<file path="config.mk">
export PLATFORM = sky130hd
export DESIGN_NAME = keypad_pass_entry_flat
export DESIGN_NICKNAME = d
export VERILOG_FILES = /design/src/rtl/keypad_pass_entry_pkg.sv /design/src/rtl/keypad_pass_entry_if.sv /design/src/rtl/keypad_pass_entry_scanner.sv /design/src/rtl/keypad_pass_entry.sv /design/src/flat_wrapper.sv
export SDC_FILE = /design/constraint.sdc
export NUM_CORES = 1
export LEC_CHECK = 0
export ABC_AREA = 1
export CORE_ASPECT_RATIO = 0.8
export CORE_UTILIZATION = 59
export CTS_CLUSTER_SIZE = 20
export DETAILED_ROUTE_END_ITERATION = 12
export HOLD_SLACK_MARGIN = 0.03
export PLACE_DENSITY = 0.81
export SETUP_SLACK_MARGIN = 0.05
export SYNTH_ARGS = -nofsm -noshare
export SYNTH_HDL_FRONTEND = slang
export SYNTH_SLANG_ARGS = --single-unit
</file>
<file path="constraint.sdc">
create_clock -name i_clk -period 2.5 [get_ports i_clk]
set_input_delay 0.375 -clock i_clk [delete_from_list [all_inputs] [get_ports i_clk]]
set_output_delay 0.375 -clock i_clk [all_outputs]
set_load 0.02 [all_outputs]
</file>
<file path="src/rtl/keypad_pass_entry_pkg.sv">
// Shared definitions for the keypad password entry block.
//   - key code constants produced by the scanner
//   - scanner state encoding
//   - password length and small lookup helpers
package pass_pkg;

    localparam int PASS_DIGITS = 3;

    localparam logic [3:0] KEY_0    = 4'h0;
    localparam logic [3:0] KEY_1    = 4'h1;
    localparam logic [3:0] KEY_2    = 4'h2;
    localparam logic [3:0] KEY_3    = 4'h3;
    localparam logic [3:0] KEY_4    = 4'h4;
    localparam logic [3:0] KEY_5    = 4'h5;
    localparam logic [3:0] KEY_6    = 4'h6;
    localparam logic [3:0] KEY_7    = 4'h7;
    localparam logic [3:0] KEY_8    = 4'h8;
    localparam logic [3:0] KEY_9    = 4'h9;
    localparam logic [3:0] KEY_NONE = 4'hA;
    localparam logic [3:0] KEY_STAR = 4'hE;
    localparam logic [3:0] KEY_HASH = 4'hF;

    typedef enum logic [1:0] {
        ST_SCAN     = 2'd0,
        ST_PRESS_DB = 2'd1,
        ST_HOLD     = 2'd2,
        ST_REL_DB   = 2'd3
    } scan_state_t;

    // Index of the lowest active-low column; 0 when none is low.
    function automatic logic [1:0] lowest_col(input logic [3:0] col_n);
        logic [1:0] idx;
        idx = 2'd0;
        for (int c = 3; c >= 0; c--) begin
            if (!col_n[c]) idx = 2'(c);
        end
        return idx;
    endfunction

    // Keypad layout: rows 1 2 3 A / 4 5 6 B / 7 8 9 C / * 0 # D.
    // Letter keys map to KEY_NONE so the entry logic ignores them.
    function automatic logic [3:0] key_lookup(input logic [1:0] row, input logic [1:0] col);
        logic [3:0] code;
        code = KEY_NONE;
        case ({row, col})
            4'b00_00: code = KEY_1;
            4'b00_01: code = KEY_2;
            4'b00_10: code = KEY_3;
            4'b01_00: code = KEY_4;
            4'b01_01: code = KEY_5;
            4'b01_10: code = KEY_6;
            4'b10_00: code = KEY_7;
            4'b10_01: code = KEY_8;
            4'b10_10: code = KEY_9;
            4'b11_00: code = KEY_STAR;
            4'b11_01: code = KEY_0;
            4'b11_10: code = KEY_HASH;
            default:  code = KEY_NONE;
        endcase
        return code;
    endfunction

endpackage

</file>
<file path="src/rtl/keypad_pass_entry_if.sv">
// Password bus from the entry block to the comparator / 7-segment path.
//   o_password : BCD digits {d2,d1,d0}, newest in [3:0]
//   o_count    : digits entered, 0..3
//   o_en       : display enable (o_count != 0)
//   o_submit   : one-cycle pulse, o_password valid in that cycle
//   o_error    : one-cycle pulse, enter pressed with too few digits
//   dbg_state / dbg_key_valid : scanner state and accepted-key strobe
// Handshake: o_submit and o_error are single-cycle strobes with no ready;
// the consumer must sample o_password in the o_submit cycle.
import pass_pkg::*;

interface keypad_pass_entry_if;
    logic [11:0] o_password;
    logic [1:0]  o_count;
    logic        o_en;
    logic        o_submit;
    logic        o_error;
    scan_state_t dbg_state;
    logic        dbg_key_valid;

    modport master (
        output o_password, o_count, o_en, o_submit, o_error, dbg_state, dbg_key_valid
    );
    modport slave (
        input o_password, o_count, o_en, o_submit, o_error, dbg_state, dbg_key_valid
    );
endinterface

</file>
<file path="src/rtl/keypad_pass_entry_scanner.sv">
// 4x4 matrix keypad scanner with press and release debounce.
//   i_clk, i_rst_n : clock, async active-low reset
//   i_col          : raw column sense, active-low
//   o_row          : row drive, one-hot active-low
//   o_key_valid    : one-cycle strobe per debounced press
//   o_key_code     : code of the latched key (valid with o_key_valid)
//   o_state        : current FSM state
import pass_pkg::*;

module keypad_scanner #(
    parameter int SCAN_DIV     = 1000,
    parameter int DEBOUNCE_CNT = 20000
) (
    input  logic        i_clk,
    input  logic        i_rst_n,
    input  logic [3:0]  i_col,
    output logic [3:0]  o_row,
    output logic        o_key_valid,
    output logic [3:0]  o_key_code,
    output scan_state_t o_state
);

    localparam int DIV_W = $clog2(SCAN_DIV);
    localparam int DB_W  = $clog2(DEBOUNCE_CNT + 1);

    scan_state_t state, next_state;

    logic [1:0]       row_idx, row_d1, row_d2;
    logic [3:0]       col_s1, col_s2;
    logic [DIV_W-1:0] div_cnt;
    logic [DB_W-1:0]  db_cnt;
    logic [1:0]       lat_row, lat_col;

    logic       any_low, aligned, lat_low, same_key, db_done;
    logic [1:0] low_idx;

    // row_d2 is the row that was driven when the sample now in col_s2 was
    // taken, so detection and debounce always pair a sample with its row.
    assign any_low  = (col_s2 != 4'hF);
    assign low_idx  = lowest_col(col_s2);
    assign aligned  = (row_d2 == lat_row);
    assign lat_low  = !col_s2[lat_col];
    assign same_key = any_low && (low_idx == lat_col);
    assign db_done  = (db_cnt == DB_W'(DEBOUNCE_CNT));

    // State register
    always_ff @(posedge i_clk or negedge i_rst_n) begin
        if (!i_rst_n) state <= ST_SCAN;
        else          state <= next_state;
    end

    // Next-state logic; samples from a row other than the latched one
    // (pipeline still settling) are neither counted nor acted on.
    always_comb begin
        next_state = state;
        case (state)
            ST_SCAN: begin
                if (any_low) next_state = ST_PRESS_DB;
            end
            ST_PRESS_DB: begin
                if (aligned) begin
                    if (!same_key)    next_state = ST_SCAN;
                    else if (db_done) next_state = ST_HOLD;
                end
            end
            ST_HOLD: begin
                if (aligned && !lat_low) next_state = ST_REL_DB;
            end
            ST_REL_DB: begin
                if (aligned) begin
                    if (lat_low)      next_state = ST_HOLD;
                    else if (db_done) next_state = ST_SCAN;
                end
            end
            default: next_state = ST_SCAN;
        endcase
    end

    // Outputs
    always_comb begin
        o_row       = ~(4'b0001 << row_idx);
        o_key_code  = key_lookup(lat_row, lat_col);
        o_key_valid = (state == ST_PRESS_DB) && aligned && same_key && db_done;
        o_state     = state;
    end

    // Synchroniser, row rotation, latch and debounce counter
    always_ff @(posedge i_clk or negedge i_rst_n) begin
        if (!i_rst_n) begin
            col_s1  <= 4'hF;
            col_s2  <= 4'hF;
            row_idx <= 2'd0;
            row_d1  <= 2'd0;
            row_d2  <= 2'd0;
            div_cnt <= '0;
            db_cnt  <= '0;
            lat_row <= 2'd0;
            lat_col <= 2'd0;
        end else begin
            col_s1 <= i_col;
            col_s2 <= col_s1;
            row_d1 <= row_idx;
            row_d2 <= row_d1;
            case (state)
                ST_SCAN: begin
                    if (any_low) begin
                        // Jump the drive back to the row that produced the hit
                        lat_row <= row_d2;
                        lat_col <= low_idx;
                        row_idx <= row_d2;
                        div_cnt <= '0;
                        db_cnt  <= '0;
                    end else if (div_cnt == DIV_W'(SCAN_DIV - 1)) begin
                        row_idx <= row_idx + 2'd1;
                        div_cnt <= '0;
                    end else begin
                        div_cnt <= div_cnt + 1'b1;
                    end
                end
                ST_PRESS_DB: begin
                    if (aligned && same_key && !db_done) db_cnt <= db_cnt + 1'b1;
                end
                ST_HOLD: begin
                    db_cnt <= '0;
                end
                ST_REL_DB: begin
                    if (aligned && !lat_low && !db_done) db_cnt <= db_cnt + 1'b1;
                end
                default: db_cnt <= '0;
            endcase
        end
    end

endmodule

</file>
<file path="src/rtl/keypad_pass_entry.sv">
// Password entry front end: scans the keypad and builds a 3-digit BCD
// password for the lock comparator and 7-segment display.
//   i_clk, i_rst_n : clock, async active-low reset
//   i_col          : keypad column sense, active-low
//   o_row          : keypad row drive, one-hot active-low
//   pass_bus       : password, digit count, display enable, submit/error
import pass_pkg::*;

module keypad_pass_entry #(
    parameter int SCAN_DIV     = 1000,
    parameter int DEBOUNCE_CNT = 20000
) (
    input  logic                       i_clk,
    input  logic                       i_rst_n,
    input  logic [3:0]                 i_col,
    output logic [3:0]                 o_row,
    keypad_pass_entry_if.master        pass_bus
);

    logic        key_valid;
    logic [3:0]  key_code;
    scan_state_t scan_state;

    logic [11:0] password;
    logic [1:0]  count;
    logic        submit, error;

    keypad_scanner #(
        .SCAN_DIV     (SCAN_DIV),
        .DEBOUNCE_CNT (DEBOUNCE_CNT)
    ) u_scanner (
        .i_clk       (i_clk),
        .i_rst_n     (i_rst_n),
        .i_col       (i_col),
        .o_row       (o_row),
        .o_key_valid (key_valid),
        .o_key_code  (key_code),
        .o_state     (scan_state)
    );

    always_ff @(posedge i_clk or negedge i_rst_n) begin
        if (!i_rst_n) begin
            password <= '0;
            count    <= '0;
            submit   <= 1'b0;
            error    <= 1'b0;
        end else begin
            submit <= 1'b0;
            error  <= 1'b0;
            if (submit) begin
                // Password held through the submit cycle, cleared after it
                password <= '0;
                count    <= '0;
            end else if (key_valid) begin
                if (key_code <= KEY_9) begin
                    if (count < 2'(PASS_DIGITS)) begin
                        password <= {password[7:0], key_code};
                        count    <= count + 2'd1;
                    end
                end else if (key_code == KEY_STAR) begin
                    password <= '0;
                    count    <= '0;
                end else if (key_code == KEY_HASH) begin
                    if (count == 2'(PASS_DIGITS)) begin
                        submit <= 1'b1;
                    end else begin
                        error    <= 1'b1;
                        password <= '0;
                        count    <= '0;
                    end
                end
            end
        end
    end

    assign pass_bus.o_password    = password;
    assign pass_bus.o_count       = count;
    assign pass_bus.o_en          = (count != 2'd0);
    assign pass_bus.o_submit      = submit;
    assign pass_bus.o_error       = error;
    assign pass_bus.dbg_state     = scan_state;
    assign pass_bus.dbg_key_valid = key_valid;

endmodule

</file>
<file path="src/flat_wrapper.sv">
// flat-port wrapper written by rule: the top's interface ports become plain ports
module keypad_pass_entry_flat 
#(
    parameter int SCAN_DIV     = 1000,
    parameter int DEBOUNCE_CNT = 20000
)
  (i_clk, i_rst_n, i_col, o_row, pass_bus_o_password, pass_bus_o_count, pass_bus_o_en, pass_bus_o_submit, pass_bus_o_error, pass_bus_dbg_state, pass_bus_dbg_key_valid);
  keypad_pass_entry_if pass_bus_i ();
  input  logic i_clk;
  input  logic i_rst_n;
  input  logic [3:0] i_col;
  output logic [3:0] o_row;
  output wire logic [$bits(pass_bus_i.o_password)-1:0] pass_bus_o_password;
  output wire logic [$bits(pass_bus_i.o_count)-1:0] pass_bus_o_count;
  output wire logic [$bits(pass_bus_i.o_en)-1:0] pass_bus_o_en;
  output wire logic [$bits(pass_bus_i.o_submit)-1:0] pass_bus_o_submit;
  output wire logic [$bits(pass_bus_i.o_error)-1:0] pass_bus_o_error;
  output wire logic [$bits(pass_bus_i.dbg_state)-1:0] pass_bus_dbg_state;
  output wire logic [$bits(pass_bus_i.dbg_key_valid)-1:0] pass_bus_dbg_key_valid;
  assign pass_bus_o_password = pass_bus_i.o_password;
  assign pass_bus_o_count = pass_bus_i.o_count;
  assign pass_bus_o_en = pass_bus_i.o_en;
  assign pass_bus_o_submit = pass_bus_i.o_submit;
  assign pass_bus_o_error = pass_bus_i.o_error;
  assign pass_bus_dbg_state = pass_bus_i.dbg_state;
  assign pass_bus_dbg_key_valid = pass_bus_i.dbg_key_valid;
  keypad_pass_entry #(.SCAN_DIV(SCAN_DIV), .DEBOUNCE_CNT(DEBOUNCE_CNT)) u_core (.i_clk(i_clk), .i_rst_n(i_rst_n), .i_col(i_col), .o_row(o_row), .pass_bus(pass_bus_i));
endmodule
</file>
=== Word level (Yosys, flattened, before mapping) ===
Memory sizes are Yosys's and may differ from the RTL's.
Index checks and enable logic that the tools add are counted.

* Bits in registers: 61
* Input port bits: 6
* ROM bits: 64
* Output and inout bits: 24
* Logic and storage cells: 113
* Memories kept: 1

* $lt $le $gt $ge: 3
* Eq/ne operators: 21
* Bitwise operators: 1
* Shift-type cells: 1
* Reductions and logical operators: 19
* $add $sub $neg: 4
* Muxes and demuxes: 49

{| class="wikitable"
|+ Memories
! name !! depth !! bits a word !! rd ports !! clocked after memory_dff !! write ports !! line !! text
|-
| (name not given) || 16 || 4 || 1 || 0 || 0 || keypad_pass_entry_pkg.sv:45 || <nowiki>case ({row, col})</nowiki>
|}

{| class="wikitable"
|+ Operators with widths
! kind !! number
|-
| $mux 12 || 7
|-
| $pmux 15 s4 || 1
|-
| $mux 15 || 3
|-
| $mux 2 || 21
|-
| $mux 10 || 2
|-
| $add 15x1->15 const B || 1
|-
| $eq 15x15->1 const B || 1
|-
| $mux 1 || 13
|-
| $add 10x1->10 const B || 1
|-
| $eq 10x10->1 const B || 1
|-
| $ne 2x2->1 const B || 5
|-
| $eq 4x4->1 const B || 2
|-
| $logic_and 1x1->1 || 8
|-
| $pmux 2 s4 || 1
|-
| $eq 2x2->1 const B || 3
|-
| $ne 3x3->1 const B || 2
|-
| $reduce_and 6->1 || 1
|-
| $reduce_bool 2->1 || 3
|-
| $add 2x1->2 const B || 2
|-
| $eq 2x2->1 || 2
|-
| $le 4x4->1 const B || 1
|-
| $ne 4x1->1 const B || 1
|-
| $ne 4x4->1 const B || 1
|-
| $not 4->4 || 1
|-
| other kinds (13) || 14
|}

=== Logic depth before layout (Yosys ltp) ===
* Word-level depth: 10
* Gate-level depth with buffers: 13
* Depth with buffers taken out: 12

=== Modules after synthesis ===
A second synthesis with hierarchy kept.

* Cells, all modules: 475
* Area, all modules: 3,667.3 um2

{| class="wikitable"
|+ By module, submodules not included
! module !! cells an instance !! sequential area each (um2) !! instances !! area an instance (um2)
|-
| keypad_scanner || 387 || 1,136.1 || 1 || 2,782.7
|-
| keypad_pass_entry || 88 || 400.4 || 1 || 884.6
|}

=== Least setup slack after synthesis ===
No wires, ideal clock.

* Path kind: register to register
* Start point: register u_core.u_scanner.lat_col[0]
* End point: register u_core.password[2] (netlist: u_core.pass_bus.o_password[2])
* Cell stages (with the launch flop): 12
* Clock period less this slack: 1.982 ns
* Path slack: 0.518 ns
* Required time: 2.383 ns
* Arrival: 1.865 ns
* Path buffers: 1
* Cells stage by stage: dfrtp_1 > inv_1 > ha_1 > nand2_1 > nand3_1 > nand2_1 > nand2_2 > a21oi_2 > nand3_2 > buf_4 > nand3_1 > nand2_1

* Word-level cells in the longest chain between the ends: 6

{| class="wikitable"
|+ Ends and longest elaborated chain
! item !! line !! text
|-
| start, declared || keypad_pass_entry_scanner.sv:32 || <nowiki>logic [1:0] lat_row, lat_col;</nowiki>
|-
| start signal, assigned || keypad_pass_entry_scanner.sv:109 || <nowiki>lat_col <= low_idx;</nowiki>
|-
| parallel branches: the longest is 6 deep, another holds $mem_v2 16x4 || n/a ||
|-
| end signal, assigned || keypad_pass_entry.sv:57 || <nowiki>password <= {password[7:0], key_code};</nowiki>
|-
| end, declared || keypad_pass_entry.sv:24 || <nowiki>logic [11:0] password;</nowiki>
|}

Parallel ways; which one is timed is not known. The select of a mux whose other input is x is not followed.
A chain may end at the register's enable or synchronous reset.

=== Worst setup path after layout ===
* Start point: register u_core.u_scanner.db_cnt[0]
* End point: output port pass_bus_dbg_key_valid

* Word-level cells in the longest chain between the ends: 2

{| class="wikitable"
|+ Ends and longest elaborated chain
! item !! line !! text
|-
| start, declared || keypad_pass_entry_scanner.sv:31 || <nowiki>logic [DB_W-1:0] db_cnt;</nowiki>
|-
| start signal, assigned || keypad_pass_entry_scanner.sv:121 || <nowiki>if (aligned && same_key && !db_done) db_cnt <= db_cnt + 1'b1;</nowiki>
|-
| start signal, assigned || keypad_pass_entry_scanner.sv:127 || <nowiki>if (aligned && !lat_low && !db_done) db_cnt <= db_cnt + 1'b1;</nowiki>
|-
| $eq 15x15->1 || keypad_pass_entry_scanner.sv:44 || <nowiki>assign db_done = (db_cnt == DB_W'(DEBOUNCE_CNT));</nowiki>
|-
| $logic_and 1x1->1 || keypad_pass_entry_scanner.sv:83 || <nowiki>o_key_valid = (state == ST_PRESS_DB) && aligned && same_key && db_done;</nowiki>
|-
| end, declared || flat_wrapper.sv:19 || <nowiki>output wire logic [$bits(pass_bus_i.dbg_key_valid)-1:0] pass_bus_dbg_key_valid;</nowiki>
|}

Every way passes these cells.

==> results_dict.tcl <==
set metrics [dict create \
    finalSetupViolations 0 \
    multiInputGateArea_mm2 0.00203 \
    fin_tns_setup_ns 0 \
    cp.arrival_ns 1.84 \
    synth-edff-count 0 \
    post-route-util_pct 71.8 \
    top_layer_used "met4" \
    drc 0 \
    synth.top_cell.area_share_pct 34.8 \
    worst-path-stages 9 \
    wl_per_cell_um 13.0 \
    drt_iter0_drc 160 \
    ir_drop_mv 0.853 \
    dieHeight_um 73.9 \
    cts_tree "done" \
    skew_ns 0.0122 \
    drt_wl_total_um 7710 \
    yosys.area_share.simple_pct 37.4 \
    area_delta_synth_final_pct 14.1 \
    yosysMostFrequentCell "nand2_1" \
    crit_path_end "pass_bus_dbg_key_valid" \
    yosys-top-cells-area "dfrtp_1, nand2_1, nand3_1, dfstp_2, ha_1" \
    slew_violations 0 \
    cts_inserted_buffers 9 \
    grt_pass1_vias 2845 \
    yosysWarnings 0 \
    dp_hpwl_um 5630 \
    coreArea_mm2 0.00607 \
    synth_cells 471 \
    die_w_um 91.9 \
    placed_area_mm2 0.00416 \
    status "complete, no violations" \
    critPathLaunchType "flop" \
    via_per_inst 5.31 \
    final_area_mm2 0.00435 \
    p_leak_nw 2.01 \
    cts.clk_slew.worst_paths_ns 0.07 \
    r2r-start "u_core.u_scanner.lat_col[1]$_DFFE_PN0P_" \
    vias 3138 \
    cts_setup_buffers 0 \
    start_util_pct 62.9 \
    worst_setup_path_end_kind "output pin" \
    clk_latency_ns 0.34 \
    crit_family "simple AND/OR/NAND/NOR gates" \
    crit_buf_inv 3 \
    reg2reg_depth 11 \
    nets 527 \
    rows 25 \
    period_share_pct 88.6 \
    synth.mux.area_fraction_pct 0 \
    track_usage_pct 25.4 \
    power_density_mw_per_mm2 906 \
    period_minus_slack_ns 2.22 \
    first_pass_iters 4 \
    rsz0062_at_grt "false" \
    grt_first_pass_wirelength_um 13500 \
    synthAdderAreaFrac_pct 5.25 \
    htreeDepth 3 \
    required_ns 2.12 \
    ys_async_sr_fraction_pct 100 \
    final_cell_count_no_fill 591 \
    met3_length_um 279 \
    hp-class "in -> async" \
    dieArea_mm2 0.00680 \
    crit_path_max_fanout 5 \
    ys_seq_area_share_pct 40.3 \
    synth-seq-cells 61 \
    clockBufferDepth 2 \
    hold_viol 0 \
    syn-cell-area_mm2 0.00382 \
    worst_pin_slew_ns 0.669 \
    synth-compound-area-share_pct 7.54 \
    synth.distinct_cells 37 \
    p_total_mw 3.94 \
    synth_top_flop_cell "dfrtp_1" \
    synth_largest_area_cell "dfrtp_1" \
    regArea_mm2 0.00154 \
    syn_area_per_cell_um2 8.10 \
    slew_headroom_pct 55.4 \
    critPathSlowestCell "dfrtp_1" \
    cap_violations 0 \
    io_buffer_count 29 \
    synthXorXnorAreaFrac_pct 2.75 \
    crit_chain "inv_1, ha_1, nand2_1, inv_1, nand2_1, nor2_4, nand3_2, nor2_4, clkbuf_2" \
    synth_top_family_by_area "simple AND/OR/NAND/NOR gates" \
    gp_congestion 0.868 \
    fillers 490 \
    drive_gt1_share_pct 18.4 \
    cts.sinks 61 \
    io_pins 30 \
    wl_met2_um 3400 \
    r2r_setup_slack_ns 0.33 \
    drt-met1-wl_um 3910 \
    grt_max_degree 34 \
    antenna_found_initial 0 \
    startpoint "u_core.u_scanner.db_cnt[0]$_DFFE_PN0P_" \
    setup.worst_path.class "reg -> out" \
    root_buffer "clkbuf_8" \
    antenna_cells 0 \
    fmax_mhz 451 \
    syn-num-nets 493 \
    ant_nets 0 \
    synth_common_cells "nand2_1, dfrtp_1, nand3_1" \
    dp_cells 575 \
    grt_overflow 0 \
    max_stage_delay_ns 0.43 \
    regToRegEndpoint "u_core.pass_bus.o_password[0]$_DFFE_PN0P_" \
]
## worst min-delay path by stage
stage / depth (start not counted) / end / from
2_1_floorplan: 0 / u_core.pass_bus.o_count[0]$_DFFE_PN0P_ / i_rst_n
3_3_place_gp: 0 / u_core.u_scanner.row_d2[0]$_DFF_PN0_ / u_core.u_scanner.row_d1[0]$_DFF_PN0_
3_5_place_dp: 0 / u_core.u_scanner.row_d2[0]$_DFF_PN0_ / u_core.u_scanner.row_d1[0]$_DFF_PN0_
4_1_cts: 1 / u_core.u_scanner.div_cnt[6]$_DFFE_PN0P_ / i_rst_n
5_1_grt: 1 / u_core.u_scanner.div_cnt[5]$_DFFE_PN0P_ / i_rst_n
6_report: 1 / u_core.u_scanner.div_cnt[6]$_DFFE_PN0P_ / i_rst_n
## cells by family (layout without fill, tap and decap cells)
logic type | count (synthesis) | in the layout
simple gates | 286 | 286
flops | 61 | 61
buf+inv | 56 | 95
compound gates | 40 | 40
fa+ha+maj | 16 | 16
xor+xnor | 12 | 12
## where the power goes
part           switching [mW]  internal [mW]  total, mW  leakage, nW
Combinational            1.27          0.557       1.83         1.10
Sequential              0.136           1.11       1.25        0.808
Clock                   0.382          0.485      0.867       0.0964
Total                    1.79           2.15       3.94         2.01
## metrics by stage
step / hold WS (ns) / setup slack [ns]
2_1_floorplan: 0.0794 / 0.518
3_3_place_gp: 0.334 / 0.261
3_5_place_dp: 0.336 / 0.206
4_1_cts: 0.0804 / 0.114
5_1_grt: 0.120 / 0.119
6_report: 0.0660 / 0.284
## state kept, by name (all words and copies together) (netlist names)
name and count:
u_core.pass_bus.o_count 2, u_core.pass_bus.o_error 1, u_core.pass_bus.o_password 12, u_core.pass_bus.o_submit 1, u_core.u_scanner.col_s1 4, u_core.u_scanner.col_s2 4
u_core.u_scanner.db_cnt 15, u_core.u_scanner.div_cnt 10, u_core.u_scanner.lat_col 2, u_core.u_scanner.lat_row 2, u_core.u_scanner.o_state 2, u_core.u_scanner.row_d1 2
u_core.u_scanner.row_d2 2, u_core.u_scanner.row_idx 2
## cell usage in the layout, fill, tap and decap left out, types with 5 or more instances in the layout
cell type	count
clkbuf_8	10
nand3_1	52
nand2_1	126
clkdlybuf4s50_1	27
o21ai_2	12
inv_1	42
xor2_1	9
o21ai_0	12
dfrtp_1	52
nand2_2	12
nor2_1	43
ha_1	16
nand3_2	13
a21oi_1	8
or2_2	5
dfstp_2	8
nor3_1	10
## routing by layer
metal,vias up,GRT usage (%)
li1,1580,-
met1,1488,36.8
met2,51,37.5
met3,19,6.13
met4,0,9.20
met5,-,0
## area by class of cell
cell class              count  share of cell area, %
flip-flops and latches     61                   35.3
clock buffers              12                   3.33
clock inverters             4                   1.09
repair buffers             33                   7.41
well taps                  81                   2.33
multi-input cells         354                   46.6
inverters                  46                   3.97
## worst register-to-register path, cell delays in order (launching register included)
cell and delay (ns):
dfrtp_1 0.46, inv_1 0.24, ha_1 0.28, nand2_1 0.09, nand3_1 0.07, nand2_1 0.17
nand2_2 0.13, nand3_2 0.12, nand3_1 0.10, nand2_2 0.23, nand3_1 0.12, nand2_1 0.09
## timing repair
item                       in CTS  in global routing
pin swaps                       0                  0
hold buffers                    0                  0
setup endpoints to repair       1                 13
gates resized for setup         2                  3
Power figures use the tool's default switching activity.
